[config.mk]
export PLATFORM = sky130hd
export DESIGN_NAME = fifo_uart_drain
export DESIGN_NICKNAME = d
export VERILOG_FILES = /design/src/rtl/fifo_uart_drain.sv
export SDC_FILE = /design/constraint.sdc
export NUM_CORES = 1
export LEC_CHECK = 0
export ABC_AREA = 1
export CORE_ASPECT_RATIO = 0.9
export CORE_MARGIN = 3
export CORE_UTILIZATION = 44
export CTS_CLUSTER_SIZE = 40
export DETAILED_ROUTE_END_ITERATION = 10
export PLACE_DENSITY = 0.73
export SYNTH_ARGS = -nofsm -noshare
export SYNTH_HDL_FRONTEND = slang
export SYNTH_SLANG_ARGS = --single-unit
[constraint.sdc]
create_clock -name rd_clk -period 3.6 [get_ports rd_clk]
set_input_delay 0.72 -clock rd_clk [delete_from_list [all_inputs] [get_ports rd_clk]]
set_output_delay 0.72 -clock rd_clk [all_outputs]
set_load 0.03 [all_outputs]
[src/rtl/fifo_uart_drain.sv]
// rtl/fifo_uart_drain.sv - FIFO read-side drain: pops words and serialises them into bytes for the UART transmitter
//
// Ports:
//   rd_clk      FIFO read clock; all state is registered on its rising edge
//   reset_n     asynchronous active-low reset
//   enable      permits new words to be fetched (a word in flight always completes)
//   fifo_empty  FIFO empty flag (rd_clk domain)
//   fifo_data   FIFO registered read data, valid the cycle after fifo_rd_en
//   fifo_rd_en  one-cycle read strobe per word
//   tx_data     byte offered to the UART transmitter
//   tx_valid    tx_data holds a byte
//   tx_ready    transmitter accepts the byte this cycle
//   busy        block is not idle
//   words_sent  count of fully transmitted words (wraps)

module fifo_uart_drain #(
  parameter int DATA_LEN    = 16,
  parameter bit MSB_FIRST   = 1'b1,
  parameter int COUNT_WIDTH = 16
) (
  input  logic                   rd_clk,
  input  logic                   reset_n,
  input  logic                   enable,
  input  logic                   fifo_empty,
  input  logic [DATA_LEN-1:0]    fifo_data,
  output logic                   fifo_rd_en,
  output logic [7:0]             tx_data,
  output logic                   tx_valid,
  input  logic                   tx_ready,
  output logic                   busy,
  output logic [COUNT_WIDTH-1:0] words_sent
);

  localparam int BYTES  = DATA_LEN / 8;
  localparam int BIDX_W = (BYTES > 1) ? $clog2(BYTES) : 1;
  localparam logic [BIDX_W-1:0] LAST_IDX = BIDX_W'(BYTES - 1);

  typedef enum logic [1:0] {
    IDLE,
    FETCH,
    CAPTURE,
    SEND
  } state_t;

  state_t              state;
  state_t              state_nxt;
  logic [DATA_LEN-1:0] sreg;
  logic [BIDX_W-1:0]   bidx;
  logic [7:0]          cur_byte;
  logic                xfer;
  logic                last_xfer;

  // Byte bidx of the word, counted from whichever end goes out first.
  always_comb begin
    cur_byte = '0;
    for (int i = 0; i < BYTES; i++) begin
      if (MSB_FIRST ? (int'(bidx) == BYTES - 1 - i) : (int'(bidx) == i)) begin
        cur_byte = sreg[8*i +: 8];
      end
    end
  end

  assign xfer      = (state == SEND) && tx_ready;
  assign last_xfer = xfer && (bidx == LAST_IDX);

  // Outputs depend on state only (plus sreg/bidx for the data); tx_ready
  // only steers the next state, so tx_valid cannot drop without a transfer.
  always_comb begin
    state_nxt  = state;
    fifo_rd_en = 1'b0;
    tx_valid   = 1'b0;
    tx_data    = 8'h00;
    busy       = (state != IDLE);
    case (state)
      IDLE: begin
        if (enable && !fifo_empty) begin
          state_nxt = FETCH;
        end
      end
      FETCH: begin
        // The read is committed once issued, so enable is not looked at here.
        fifo_rd_en = 1'b1;
        state_nxt  = CAPTURE;
      end
      CAPTURE: begin
        state_nxt = SEND;
      end
      SEND: begin
        tx_valid = 1'b1;
        tx_data  = cur_byte;
        if (last_xfer) begin
          state_nxt = (enable && !fifo_empty) ? FETCH : IDLE;
        end
      end
      default: begin
        state_nxt = IDLE;
      end
    endcase
  end

  always_ff @(posedge rd_clk or negedge reset_n) begin
    if (!reset_n) begin
      state      <= IDLE;
      sreg       <= '0;
      bidx       <= '0;
      words_sent <= '0;
    end else begin
      state <= state_nxt;
      if (state == CAPTURE) begin
        sreg <= fifo_data;
        bidx <= '0;
      end else if (xfer && !last_xfer) begin
        bidx <= bidx + BIDX_W'(1);
      end
      if (last_xfer) begin
        words_sent <= words_sent + COUNT_WIDTH'(1);
      end
    end
  end

endmodule

==> impl_metrics.tcl <==
set metrics [dict create \
    cts_resized 0 \
    drt-wirelength-per-cell_um 12.5 \
    arrival_ps 2040 \
    antenna_cells 0 \
    clock.fmax_mhz 362 \
    synth_cell_types 25 \
    area_growth_pct 34.0 \
    stdcell_area_mm2 0.00238 \
    yosys.area.top_type_share_pct 49.2 \
    drt-total-wl_um 3650 \
    crit_path_end_kind "output port" \
    grt_pass1_wl_um 6160 \
    fin_crit_ps 2760 \
    die_h_um 66.3 \
    cts_hold_buf 0 \
    peakVddDrop_mv 0.578 \
    grt_start_max_net_pins 36 \
    tightest_slew_ps 830 \
    ant_nets 0 \
    min_delay_worst_endpoint "sreg[15]" \
    antenna_found_initial 0 \
    synth_area_leader_cell "dfrtp_1" \
    cts_buffers 5 \
    clkTransAtPathRegs_ps 70 \
    hold_violations 0 \
    skew_ps 6.53 \
    syn_nets 222 \
    r2r_setup_slack_ps 1770 \
    reg2reg_from "state[0]" \
    layout_commonest_cell "clkdlybuf4s50_1" \
    vias 1357 \
    clock_latency_ps 280 \
    clock-root-buffer "clkbuf_8" \
    die_x_um 73.0 \
    tritoncts "built" \
    rows 21 \
    overflow 0 \
    grt_pass1_vias 1313 \
    clockBufferDepth 2 \
    ff2ff_path_depth 3 \
    place_congestion 0.864 \
    post_cts_buffers 0 \
    netlist_area_mm2 0.00178 \
    grt_usage_pct 16.7 \
    drt-initial-drc-count 52 \
    p_leak_nw 1.13 \
    required_ps 2880 \
    cp_num_buf_inv 1 \
    setup_tns_ps 0 \
    netlist_instances 194 \
    cts.sinks 35 \
    drtPass1Iterations 4 \
    dieArea_mm2 0.00484 \
    seqCellArea_um2 876 \
    path_max_fanout 9 \
    hpwl_um 2620 \
    whs_ps 507 \
    viasPerCell 4.66 \
    maxSlewHeadroom_pct 44.6 \
    yosysSeqAreaShare_pct 49.2 \
    fin_crit_sh_pct 76.8 \
    synth-seq-cells 35 \
    drc 0 \
    whs_path_depth 1 \
    postPlaceCellArea_mm2 0.00228 \
    num_io_pins 48 \
    critPathKind "register to output port" \
    syn_avg_cell_area_um2 9.17 \
    ys_warn_count 0 \
    rr_endpoint "sreg[12]" \
    initial_core_util_pct 46.7 \
    power_density_mw_per_mm2 682 \
    setup_viol 0 \
    fill_cells 313 \
    crit_family "buffers and inverters" \
    final_cell_mix "47 x clkdlybuf4s50_1, 43 x nand2_1, 35 x dfrtp_1, 25 x inv_1, 17 x o21ai_0" \
    cp-start-kind "register" \
    layout-drive-gt1-share_pct 9.39 \
    hold_path_class "register to register" \
    rsz0062_at_grt "no" \
    yosys-top-cells-area "dfrtp_1 49%, nand2_1 9.1%, mux2_2 5.7%, inv_1 5.3%, ha_1 4.9%" \
    multi_input_area_um2 776 \
    cp_slowest_cell "clkdlybuf4s50_1" \
    min_from "sreg[15]" \
    status "complete, no violations" \
    layout.nets 272 \
    htreeDepth 2 \
    portBuffers 47 \
    core-area_mm2 0.00381 \
    max_stage_delay_ps 690 \
    slew_violations 0 \
    cp_cell_sequence "ha_1, o21ai_0, a21oi_1, clkdlybuf4s50_1" \
    maxCapViolations 0 \
]
## worst reg2reg max path, cell delays in order (launching register included)
cell	delay [ps]
dfrtp_1	430
inv_1	150
ha_1	720
mux2_2	410
## cell usage after synthesis, drive strengths merged
| master | instances |
|---|---|
| xor2 | 5 |
| clkinv | 1 |
| nor2 | 15 |
| nand4 | 3 |
| buf | 4 |
| xnor2 | 4 |
| dfrtp | 35 |
| inv | 25 |
| clkbuf | 1 |
| nand2 | 44 |
| ha | 7 |
| nor3 | 3 |
| a21oi | 11 |
| o21ai | 19 |
| nand3 | 7 |
| nand3b | 1 |
| mux2 | 9 |
## final cells by class
class | count | area share [%]
clock buffer | 8 | 4.20
inverter | 26 | 4.09
multi-input combinational | 128 | 32.5
sequential | 35 | 36.7
tap | 46 | 2.41
timing repair buffer | 48 | 20.0
## layer usage
layer / global-route usage [%] / wire length, um
met3: 5.47 / 169
met5: 0 / 0
met4: 4.15 / 18
met1: 23.0 / 1800
met2: 25.2 / 1660
## worst max-delay path by stage
stage               startpoint         end  slack [ps]  cells after the start
floorplan             state[0]  tx_data[0]        1660                      3
CTS                   state[0]  tx_data[4]         810                      4
global placement      state[1]  tx_data[1]        1190                      4
detailed placement    state[1]  tx_data[4]        1150                      4
finish                state[0]  tx_data[4]         840                      4
global route          state[0]  tx_data[1]         620                      4
## logic make-up after synthesis
kind of cell	share of synthesized area, %
and+or+nand+nor	20.1
DFF	49.2
buffers and inverters	7.17
AOI/OAI and AO/OA	8.44
xor gates and xnor gates	4.43
muxes	5.70
adders and majority gates	4.92
## state kept, by name, indices dropped and copies added (netlist names)
signal,cells
bidx,1
words_sent,16
state,2
sreg,16
## report_power, final
| part | internal [mW] | leakage (nW) | switching (mW) |
|---|---|---|---|
| sequential | 0.519 | 0.426 | 0.0911 |
| clock | 0.175 | 0.0515 | 0.138 |
| combinational | 0.302 | 0.650 | 0.402 |
## metrics by stage
step	power [mW]	setup WS, ps	std cells	utilization, %
after floorplan	1.08	1660	194	-
after global placement	1.31	1190	283	60.0
after detailed placement	1.32	1150	283	60.0
after CTS	1.64	814	291	62.6
after global routing	1.75	623	291	62.6
final	1.63	836	291	62.6
Power figures use the tool's default switching activity.
